`config.mk`:
```
export PLATFORM = sky130hd
export DESIGN_NAME = operand_forward_ctrl
export DESIGN_NICKNAME = d
export VERILOG_FILES = /design/src/rtl/operand_forward_ctrl.sv
export SDC_FILE = /design/constraint.sdc
export NUM_CORES = 1
export LEC_CHECK = 0
export CAP_MARGIN = 10
export CORE_ASPECT_RATIO = 1.2
export CORE_MARGIN = 10
export CORE_UTILIZATION = 56
export DETAILED_ROUTE_END_ITERATION = 10
export DONT_BUFFER_PORTS = 1
export GPL_ROUTABILITY_DRIVEN = 1
export PLACE_DENSITY = 0.78
export SETUP_SLACK_MARGIN = 0.2
export SLEW_MARGIN = 15
export SYNTH_ARGS = -nofsm -noshare
export SYNTH_HDL_FRONTEND = slang
export SYNTH_SLANG_ARGS = --single-unit
```
`constraint.sdc`:
```
create_clock -name clk -period 1.9 [get_ports clk]
set_clock_uncertainty 0.2 [all_clocks]
set_input_delay 0.19 -clock clk [delete_from_list [all_inputs] [get_ports clk]]
set_output_delay 0.19 -clock clk [all_outputs]
set_load 0.02 [all_outputs]
```
`src/rtl/operand_forward_ctrl.sv`:
```
// Load-use hazard detection and EX operand forwarding selects for a
// 4-stage pipeline (ID, EX, MEM, WB). Tracks in-flight destinations.
// Ports:
//   clk, rst_n                : clock, async active-low reset
//   id_valid                  : ID holds a valid instruction
//   id_rs1, id_rs2            : source register indices
//   id_rs1_used, id_rs2_used  : source actually read
//   id_rd, id_wen, id_load    : destination, writes rd, is a load
//   flush                     : kill the instruction in ID
//   stall                     : hold PC/IF/ID (combinational)
//   fwd_sel_a, fwd_sel_b      : EX operand mux4 selects (registered)
//   ex_valid                  : EX holds a non-bubble instruction
//   stall_count               : saturating count of stall cycles
module operand_forward_ctrl #(
  parameter int REGADDR = 4,
  parameter int CNTW    = 16
) (
  input  logic               clk,
  input  logic               rst_n,
  input  logic               id_valid,
  input  logic [REGADDR-1:0] id_rs1,
  input  logic [REGADDR-1:0] id_rs2,
  input  logic               id_rs1_used,
  input  logic               id_rs2_used,
  input  logic [REGADDR-1:0] id_rd,
  input  logic               id_wen,
  input  logic               id_load,
  input  logic               flush,
  output logic               stall,
  output logic [1:0]         fwd_sel_a,
  output logic [1:0]         fwd_sel_b,
  output logic               ex_valid,
  output logic [CNTW-1:0]    stall_count
);

  typedef struct packed {
    logic               valid;
    logic [REGADDR-1:0] rd;
    logic               wen;
    logic               load;
  } shad_t;

  localparam logic [1:0] SEL_RF  = 2'b00;
  localparam logic [1:0] SEL_EX  = 2'b01;
  localparam logic [1:0] SEL_MEM = 2'b10;
  localparam logic [1:0] SEL_WB  = 2'b11;

  localparam logic [CNTW-1:0] CNT_ONE = {{(CNTW-1){1'b0}}, 1'b1};

  shad_t             r_ex;
  shad_t             r_mem;
  shad_t             r_wb;
  logic [1:0]        r_sel_a;
  logic [1:0]        r_sel_b;
  logic [CNTW-1:0]   r_cnt;

  logic              w_ex_prod;
  logic              w_mem_prod;
  logic              w_wb_prod;
  logic              w_hit1;
  logic              w_hit2;
  logic              w_stall;
  logic              w_take;
  shad_t             w_id;
  logic [1:0]        w_sel_a;
  logic [1:0]        w_sel_b;

  // r0 is hardwired zero, so a write to it never produces a value.
  assign w_ex_prod  = r_ex.valid  & r_ex.wen  & (r_ex.rd  != '0);
  assign w_mem_prod = r_mem.valid & r_mem.wen & (r_mem.rd != '0);
  assign w_wb_prod  = r_wb.valid  & r_wb.wen  & (r_wb.rd  != '0);

  assign w_hit1 = id_rs1_used & (id_rs1 == r_ex.rd);
  assign w_hit2 = id_rs2_used & (id_rs2 == r_ex.rd);

  // Load data is not ready until MEM/WB, so an EX-stage load
  // consumer must wait one cycle. A flush wins over the stall.
  assign w_stall = ~flush & id_valid & w_ex_prod & r_ex.load
                 & (w_hit1 | w_hit2);

  assign w_take = id_valid & ~w_stall & ~flush;

  assign w_id.valid = 1'b1;
  assign w_id.rd    = id_rd;
  assign w_id.wen   = id_wen;
  assign w_id.load  = id_load;

  // Youngest producer first; the shadow stages are one step older
  // than they will be once this instruction reaches EX.
  function automatic logic [1:0] sel_f(
    input logic               used,
    input logic [REGADDR-1:0] s,
    input logic               ex_p,
    input logic [REGADDR-1:0] ex_rd,
    input logic               mem_p,
    input logic [REGADDR-1:0] mem_rd,
    input logic               wb_p,
    input logic [REGADDR-1:0] wb_rd
  );
    logic [1:0] v;
    v = SEL_RF;
    if (used && s != '0) begin
      if (ex_p && s == ex_rd)        v = SEL_EX;
      else if (mem_p && s == mem_rd) v = SEL_MEM;
      else if (wb_p && s == wb_rd)   v = SEL_WB;
    end
    return v;
  endfunction

  always_comb begin
    w_sel_a = SEL_RF;
    w_sel_b = SEL_RF;
    if (w_take) begin
      w_sel_a = sel_f(id_rs1_used, id_rs1,
                      w_ex_prod, r_ex.rd,
                      w_mem_prod, r_mem.rd,
                      w_wb_prod, r_wb.rd);
      w_sel_b = sel_f(id_rs2_used, id_rs2,
                      w_ex_prod, r_ex.rd,
                      w_mem_prod, r_mem.rd,
                      w_wb_prod, r_wb.rd);
    end
  end

  always_ff @(posedge clk or negedge rst_n) begin
    if (!rst_n) begin
      r_ex    <= '0;
      r_mem   <= '0;
      r_wb    <= '0;
      r_sel_a <= SEL_RF;
      r_sel_b <= SEL_RF;
    end else begin
      r_mem   <= r_ex;
      r_wb    <= r_mem;
      r_ex    <= w_take ? w_id : '0;
      r_sel_a <= w_sel_a;
      r_sel_b <= w_sel_b;
    end
  end

  always_ff @(posedge clk or negedge rst_n) begin
    if (!rst_n) begin
      r_cnt <= '0;
    end else if (w_stall && r_cnt != '1) begin
      r_cnt <= r_cnt + CNT_ONE;
    end
  end

  assign stall       = w_stall;
  assign fwd_sel_a   = r_sel_a;
  assign fwd_sel_b   = r_sel_b;
  assign ex_valid    = r_ex.valid;
  assign stall_count = r_cnt;

endmodule

```
# --- Yosys cells after proc, flatten, opt, wreduce, memory -nomap -nowiden ---
# Cells that the tools add are included.
# W data, S select, Z words.
op_classes:
  n_addsub: 1
  n_eq_ne: 7
  muxes: 11
  bitwise_logic: 17
  n_reduce_logical: 14
op_table:
  columns: ["op", "n"]
  rows:
  - ["$eq A4 B4 Y1", 6]
  - ["$mux W2", 10]
  - ["$reduce_bool A4 Y1", 5]
  - ["$add A16 B1 Y16 const B", 1]
  - ["$ne A16 B16 Y1 const B", 1]
  - ["$and A1 B1 Y1", 14]
  - ["$logic_and A1 B1 Y1", 9]
  - ["$mux W7", 1]
  - ["$not A1 Y1", 2]
  - ["$or A1 B1 Y1", 1]
totals:
  register_bits: 39
  out_inout_bits: 22
  word_cells: 63

# --- Depth between registers and ports, before layout ---
# Gate-level depths: netlist of the first run.
logic_depth:
  ltp_word: 9
  depth_mapped: 6
  depth_no_buf: 6

# --- Worst setup path after synthesis of the first run ---
# No wires, ideal clock.
synth_path:
  path_type: "register to register"
  startpoint: "reg r_cnt[0] (netlist: stall_count[0])"
  endpoint: "reg r_cnt[1] (netlist: stall_count[1])"
  setup_time_ns: 0.128
  t_arrival_ns: 1.828
  required_time_ns: 1.572
  path_slack_ns: -0.255
  path_stages_with_launch: 7
  path_buffers: 0
  period_less_slack_ns: 2.155
  cell_sequence: "dfrtp_1 > ha_1 > and4_1 > nand4_1 > nor2_4 > nor2_2 > mux2_1"
synth_between:
  elab_chain_cells: 2
  word_cells_on_any_way: 3
  cone_classes: "add/sub (1); eq/ne (1); reduce/logical (1)"
synth_rtl:
  columns: ["element", "line", "source"]
  rows:
  - ["from (decl)", "55", "logic [CNTW-1:0] r_cnt;"]
  - ["from (signal assigned)", "145", "r_cnt <= r_cnt + CNT_ONE;"]
  - ["branches (longest 2 deep; another with $add A16 B1 Y16)", null, null]
# Parallel ways; which one is timed is not known.
# A chain may end at the register's enable or synchronous reset.

# --- Worst setup path after layout of the first run ---
layout_path:
  startpoint: "reg r_ex[5] (netlist bit)"
  endpoint: "out stall"
layout_between:
  elab_chain_cells: 5
  word_cells_on_any_way: 10
  cone_classes: "eq/ne (2); bitwise (7); reduce/logical (1)"
layout_rtl:
  columns: ["element", "line", "source"]
  rows:
  - ["from (decl)", "50", "shad_t r_ex;"]
  - ["from (signal assigned)", "135", "r_ex <= w_take ? w_id : '0;"]
  - ["$reduce_bool A4 Y1", "69", "assign w_ex_prod = r_ex.valid & r_ex.wen & (r_ex.rd != '0);"]
  - ["$and A1 B1 Y1", "69", null]
  - ["$and A1 B1 Y1 (2 in series)", "78", "assign w_stall = ~flush & id_valid & w_ex_prod & r_ex.load"]
  - ["$and A1 B1 Y1 (*)", "79", "& (w_hit1 | w_hit2);"]
  - ["to (decl)", "29", "output logic stall,"]
# Every way passes the cells marked *; elsewhere a longest branch is shown, timed or not.

==> flow_metrics.env, run 1 <==
export IMPL_ctsHtreeMaxLevel=2
export IMPL_fp_dieW_microns=74.2
export IMPL_clock_tree_from_tritoncts="built"
export IMPL_ios=42
export IMPL_part_of_the_total_power_dissipated_in_combinational_logic=0.103
export IMPL_synthDistinctLibCells=39
export IMPL_placement_setup_worst_slack_ns=-0.249
export IMPL_synth_async_sr_flop_share=1.00
export IMPL_violated_checks="setup timing"
export IMPL_finalMaxSlewViolations=0
export IMPL_hold_class="in2reg"
export IMPL_path_max_fanout=4
export IMPL_wl_microns=6950
export IMPL_vias_per_cell=6.45
export IMPL_pin_count_of_the_biggest_net_entering_global_routing=40
export IMPL_critPathCaptureType="output pin"
export IMPL_unrepaired_setup_endpoints_after_global_routing="true"
export IMPL_leading_cell_type_in_the_layout_fill_and_taps_excluded="sky130_fd_sc_hd__buf_4"
export IMPL_fin_crit_sh=1.23
export IMPL_critPathArrivalTime_ns=1.96
export IMPL_synthesized_netlist_net_count=186
export IMPL_antenna_diode_count=0
export IMPL_drt_drc_violations_left=0
export IMPL_switching_power_w=0.000388
export IMPL_dieHeight_microns=85.1
export IMPL_power_frac_seq=0.552
export IMPL_synthesis_area_per_instance_sq_um=12.0
export IMPL_synth_area_sq_mm=0.00198
export IMPL_max_vdd_ir_drop_uv=583
export IMPL_layout_cell_share_with_drive_strength_beyond_1=0.485
export IMPL_power_density_mw_per_mm2=524
export IMPL_synth_yosys_seq_area_share=0.494
export IMPL_postLayoutSetupSlackWorst_ns=-0.445
export IMPL_placeable_core_region_sq_mm=0.00337
export IMPL_cts_root_buf="sky130_fd_sc_hd__clkbuf_8"
export IMPL_portBuffers=0
export IMPL_max_freq_mhz=426
export IMPL_ys_dominant_reg_cell="sky130_fd_sc_hd__dfrtp_1"
export IMPL_clkPwrFrac=0.345
export IMPL_ys_seq_elements=39
export IMPL_timing_slew_headroom=0.497
export IMPL_grt_antenna_before_repair=0
export IMPL_starting_density_of_the_core=0.587
export IMPL_detailed_place_hpwl_microns=3880
export IMPL_fin_crit_ns=2.35
export IMPL_crit_type="reg2out"
export IMPL_max_cap_violations=0
export IMPL_fp_row_count=23
export IMPL_total_power_w=0.00157
export IMPL_detail_route_antenna_nets=0
export IMPL_run_status="complete, but fails checks"
export IMPL_commonest_cells_after_routing_fill_and_taps_aside="sky130_fd_sc_hd__buf_4 (45), sky130_fd_sc_hd__xor2_1 (35), sky130_fd_sc_hd__dfrtp_1 (30), sky130_fd_sc_hd__nand2_1 (12)"
export IMPL_detail_route_first_pass_iterations=4
export IMPL_clk_path_buf_depth=2
export IMPL_start_kind="flop"
export IMPL_wire_per_inst_microns=25.0
export IMPL_finalHoldViolCount=0
export IMPL_clk_pin_slew_ns=0.07
export IMPL_p_int_w=0.00118
export IMPL_number_of_buffers_created_by_cts=5
export IMPL_placedInstanceArea_sq_mm=0.00233
export IMPL_clock_insertion_delay_worst_skew_ns=0.30
export IMPL_p_sw_frac=0.248
export IMPL_area_growth_syn_to_layout_pct=51.3
export IMPL_clock_sink_count=39
export IMPL_routed_via_count=1794
export IMPL_final_area_sq_mm=0.00299
export IMPL_worst_r2r_setup_slack_ns=-0.45
export IMPL_globalRouteTotalUtil=0.195
export IMPL_postSynthCellCount=165
export IMPL_routability_congestion_estimate=0.863
export IMPL_first_pass_grt_wire_length_microns=9540
export IMPL_critical_path_required_ns=1.51
export IMPL_finalNetCount=261
export IMPL_globalRouteOverflowTotal=0
export IMPL_first_global_vias=1822
export IMPL_tightestPinTransition_ns=0.748
export IMPL_number_of_enable_flip_flop_cells_after_synthesis=0
export IMPL_final_setup_viol_count=28
export IMPL_p_leak_nw=1.38
export IMPL_floorplan_die_area_sq_mm=0.00632
export IMPL_ys_warnings_count=0
export IMPL_first_iter_violations=169
## logic make-up after synthesis
| kind of cell | share of synthesized area |
|---|---|
| adders and majority gates | 0.00633 |
| AOI/OAI and AO/OA | 0.0582 |
| xor gates and xnor gates | 0.168 |
| muxes | 0.00570 |
| and+or+nand+nor | 0.258 |
| buffers and inverters | 0.00949 |
| DFF | 0.494 |
## Yosys cell counts, types with 2 or more instances
| cell | number | share of area |
|---|---|---|
| sky130_fd_sc_hd__nor4_2 | 2 | 0.013 |
| sky130_fd_sc_hd__nor4_4 | 4 | 0.043 |
| sky130_fd_sc_hd__nand2_1 | 14 | 0.027 |
| sky130_fd_sc_hd__dfrtp_1 | 39 | 0.49 |
| sky130_fd_sc_hd__and4_1 | 2 | 0.0089 |
| sky130_fd_sc_hd__a21oi_1 | 3 | 0.0076 |
| sky130_fd_sc_hd__nor3_2 | 6 | 0.030 |
| sky130_fd_sc_hd__nor4_1 | 7 | 0.022 |
| sky130_fd_sc_hd__xor2_1 | 36 | 0.16 |
| sky130_fd_sc_hd__xnor2_1 | 2 | 0.0089 |
| sky130_fd_sc_hd__nand4_1 | 4 | 0.013 |
| sky130_fd_sc_hd__nand3_1 | 6 | 0.015 |
| sky130_fd_sc_hd__inv_1 | 2 | 0.0038 |
| sky130_fd_sc_hd__and3_1 | 6 | 0.019 |
| sky130_fd_sc_hd__nor2_1 | 7 | 0.013 |
| sky130_fd_sc_hd__and2_1 | 2 | 0.0063 |
## critical path: stages, from the launching register on
cell                      delay [ns]
sky130_fd_sc_hd__dfrtp_1        0.51
sky130_fd_sc_hd__nor4_4         0.07
sky130_fd_sc_hd__buf_4          0.17
sky130_fd_sc_hd__nor4_4         0.31
sky130_fd_sc_hd__buf_4          0.17
sky130_fd_sc_hd__buf_6          0.10
sky130_fd_sc_hd__nand2_4        0.07
sky130_fd_sc_hd__o21ai_4        0.25
## final timing paths
path,start,endpoint,depth (start not counted)
hold reg to reg,r_mem[1]$_DFF_PN0_,r_wb[1]$_DFF_PN0_,0
hold / removal,id_rs1_used,fwd_sel_a[1]$_DFF_PN0_,3
min in group asynchronous,rst_n,r_wb[5]$_DFF_PN0_,2
max in group asynchronous,rst_n,ex_valid$_DFF_PN0_,2
setup / recovery,r_ex[5]$_DFF_PN0_,stall,7
setup reg to reg,r_ex[5]$_DFF_PN0_,stall_count[8]$_DFFE_PN0P_,8
## per-stage QoR
stage,util,instances,setup TNS (ns),hold slack (ns)
finish,0.889,278,-8.73,0.0451
global route,0.889,278,-10.75,0.0480
CTS,0.809,262,-6.64,0.0213
detailed placement,0.693,236,-4.28,-0.304
global placement,0.693,236,-1.64,-0.304
floorplan,-,165,-1.43,-0.306
## sequential cells by signal, indices dropped and copies added (netlist names)
name	cells
ex_valid	1
fwd_sel_a	2
fwd_sel_b	2
r_ex	6
r_mem	6
r_wb	6
stall_count	16
## power by group through the flow
stage / clock (W) / sequential [W] / combinational [W]
floorplan: 0 / 0.000879 / 0.0000635
CTS: 0.000536 / 0.000865 / 0.000132
finish: 0.000541 / 0.000866 / 0.000161
detailed placement: 0 / 0.000881 / 0.0000866
global route: 0.000588 / 0.000867 / 0.000170
global placement: 0 / 0.000879 / 0.0000807
## layout make-up
class                           instances  area [sq um]
Tap cell                               37          46.3
Sequential cell                        39           987
Clock buffer                            7          76.3
Clock inverter                          1          5.00
Timing Repair Buffer                   69           638
Fill cell                             133           375
Inverter                                2          7.51
Multi-Input combinational cell        123          1230
## per-layer routing
metal  vias up  routed length, microns  track usage
met2       110                    3510        0.313
met4         0                     374        0.107
met5         -                       0            0
met3        42                     640       0.0886
met1       893                    2420        0.206
li1        749                       -            -
## what timing repair did
action / 4_1_cts / 5_1_grt
pin swaps: 16 / 22
gates cloned: 1 / 0
hold endpoints to repair: 48 / 0
endpoints found under the setup margin: 28 / 28
buffers inserted: 6 / 16
hold buffers: 11 / 0
resized for setup: 20 / 28
Power figures use the tool's default switching activity.
==> run 2, diff against run 1 <==
ABC_AREA = 0   (was not set)
CTS_CLUSTER_DIAMETER = 80   (was not set)
GPL_TIMING_DRIVEN = 0   (was not set)
==> run 2 against run 1 <==
  * Highest routed layer unchanged
  * Critical path depth stayed put
  * Setup slack better by 0.12 ns
  * Worst hold slack got worse by 0.016 ns
  * Design area is 10% lower
  * Largest power group unchanged
  * Register-to-register slack better by 0.12 ns
  * Power up 9.0%
  * Clock-buffer cell count down 1
  * The run still ends with setup timing left
  * Non-clock buffer count decreased by 38
==> flow_metrics.env, run 2 (synthesis results as in run 1) <==
export IMPL_finalMaxSlewViolations=0
export IMPL_violated_checks="setup timing"
export IMPL_finalCoreUtilization=0.796
export IMPL_run_status="complete, but fails checks"
export IMPL_critPathLaunch="r_ex[4]$_DFF_PN0_"
export IMPL_fin_crit_sh=1.17
export IMPL_first_iter_violations=186
export IMPL_globalRouteOverflowTotal=0
export IMPL_clock_tree_from_tritoncts="built"
export IMPL_finalNetCount=223
export IMPL_leading_cell_type_in_the_layout_fill_and_taps_excluded="sky130_fd_sc_hd__xor2_1"
export IMPL_clock_sink_count=39
export IMPL_finalHoldViolCount=0
export IMPL_fp_row_count=23
export IMPL_clk_pin_slew_ns=0.08
export IMPL_fp_dieW_microns=74.2
export IMPL_first_pass_grt_wire_length_microns=8460
export IMPL_wire_per_inst_microns=22.7
export IMPL_portBuffers=0
export IMPL_detail_route_first_pass_iterations=4
export IMPL_path_max_fanout=5
export IMPL_first_global_vias=1585
export IMPL_crit_type="reg2reg"
export IMPL_tightestPinTransition_ns=0.714
export IMPL_regToRegEndpoint="stall_count[2]$_DFFE_PN0P_"
export IMPL_routability_congestion_estimate=0.820
export IMPL_clock_insertion_delay_worst_skew_ns=0.29
export IMPL_endpoint="stall_count[2]$_DFFE_PN0P_"
export IMPL_fin_crit_ns=2.22
export IMPL_critPathCaptureType="flop"
export IMPL_wl_microns=5450
export IMPL_unrepaired_setup_endpoints_after_global_routing="true"
export IMPL_vias_per_cell=6.10
export IMPL_start_kind="flop"
export IMPL_postLayoutSetupSlackWorst_ns=-0.320
export IMPL_pin_count_of_the_biggest_net_entering_global_routing=40
export IMPL_detailed_place_hpwl_microns=3330
export IMPL_detail_route_antenna_nets=0
export IMPL_globalRouteTotalUtil=0.172
export IMPL_max_cap_violations=0
export IMPL_final_setup_viol_count=28
export IMPL_max_vdd_ir_drop_uv=607
export IMPL_p_leak_nw=1.21
export IMPL_commonest_cells_after_routing_fill_and_taps_aside="sky130_fd_sc_hd__xor2_1 (34), sky130_fd_sc_hd__dfrtp_1 (29), sky130_fd_sc_hd__nand2_1 (11), sky130_fd_sc_hd__dfrtp_2 (10)"
export IMPL_fin_tns_setup_ns=-6.77
export IMPL_antenna_diode_count=0
export IMPL_routed_via_count=1463
export IMPL_timing_slew_headroom=0.518
export IMPL_critPathArrivalTime_ns=2.23
export IMPL_starting_density_of_the_core=0.587
export IMPL_worstRegToRegCells=7
export IMPL_largest_reg_flops=16
export IMPL_hold_class="in2reg"
export IMPL_floorplan_die_area_sq_mm=0.00632
export IMPL_grt_antenna_before_repair=0
export IMPL_drt_drc_violations_left=0
export IMPL_cts_root_buf="sky130_fd_sc_hd__clkbuf_8"
export IMPL_power_density_mw_per_mm2=638
export IMPL_clk_path_buf_depth=2
export IMPL_layout_cell_share_with_drive_strength_beyond_1=0.374
export IMPL_dieHeight_microns=85.1
export IMPL_max_freq_mhz=450
export IMPL_area_growth_syn_to_layout_pct=35.5
export IMPL_n_fill_cell=194
export IMPL_critical_path_required_ns=1.91
export IMPL_ios=42
export IMPL_number_of_buffers_created_by_cts=5
export IMPL_placeable_core_region_sq_mm=0.00337
export IMPL_regToRegStartpoint="r_ex[4]$_DFF_PN0_"
export IMPL_ctsHtreeMaxLevel=2
export IMPL_worst_r2r_setup_slack_ns=-0.32
==> run 2: cell types whose count changed in the layout (fill, tap and decap cells not counted), sizes merged <==
cell / before / now
buf: 59 / 21
dlygate4sd3: 10 / 9
bufinv: 0 / 1
==> run 2: layout make-up <==
type                            instances  area, sq um  share of cell area
Clock buffer                            6         82.6              0.0308
Clock inverter                          2         35.0              0.0131
Tap cell                               37         46.3              0.0173
Sequential cell                        39          988               0.369
Multi-Input combinational cell        123         1170               0.437
Inverter                                2         7.51             0.00280
Buffer                                  1         15.0             0.00560
Timing Repair Buffer                   30          333               0.124
==> run 2: power by group <==
| group | internal (W) | switching, W | leakage (nW) |
|---|---|---|---|
| Combinational | 0.0000653 | 0.0000657 | 0.644 |
| Clock | 0.000425 | 0.000285 | 0.0612 |
| Sequential | 0.000847 | 0.0000221 | 0.507 |
| Total | 0.00134 | 0.000373 | 1.21 |
==> run 2: worst min path at each step <==
stage | startpoint | end | slack, ns | depth (start not counted)
3_5_place_dp | rst_n | r_wb[5]$_DFF_PN0_ | -0.30 | 0
2_1_floorplan | rst_n | ex_valid$_DFF_PN0_ | -0.31 | 0
3_3_place_gp | rst_n | r_wb[1]$_DFF_PN0_ | -0.30 | 0
6_report | id_rs2[3] | fwd_sel_b[0]$_DFF_PN0_ | 0.03 | 2
4_1_cts | id_rs2[3] | fwd_sel_b[0]$_DFF_PN0_ | 0.01 | 2
5_1_grt | id_rs2[3] | fwd_sel_b[0]$_DFF_PN0_ | 0.03 | 2
==> run 2: per-stage QoR <==
stage                     hold slack, ns  worst slack (ns)  std cells  instance area [sq um]  total power (W)
after global routing              0.0293            -0.400        240                   2680          0.00177
after CTS                         0.0145            -0.258        233                   2520          0.00170
after global placement            -0.304            -0.299        202                   2070         0.000951
after detailed placement          -0.304            -0.377        202                   2070         0.000956
after floorplan                   -0.306            -0.140        165                   2020         0.000943
final                             0.0295            -0.320        240                   2680          0.00171
==> run 2: timing repair <==
action | in CTS | in global routing
hold buffers | 10 | 0
resized for setup | 22 | 15
gates cloned | 0 | 1
pin swaps | 18 | 11
hold endpoints to repair | 48 | 0
setup endpoints to repair | 28 | 28
buffers inserted | 13 | 6
==> run 2: routing by layer <==
metal | GRT usage | vias up | part of all wire
met5 | 0 | - | 0
met4 | 0.0667 | 0 | 0.023
met3 | 0.0571 | 14 | 0.083
met2 | 0.275 | 52 | 0.50
met1 | 0.206 | 730 | 0.39
li1 | - | 667 | -
==> run 2: worst max-delay path, stage by stage (launching register included) <==
cell	delay, ns
sky130_fd_sc_hd__dfrtp_2	0.47
sky130_fd_sc_hd__xor2_2	0.18
sky130_fd_sc_hd__nor4_4	0.41
sky130_fd_sc_hd__a32oi_4	0.18
sky130_fd_sc_hd__buf_12	0.18
sky130_fd_sc_hd__buf_8	0.13
sky130_fd_sc_hd__nor3b_4	0.21
sky130_fd_sc_hd__xor2_1	0.18
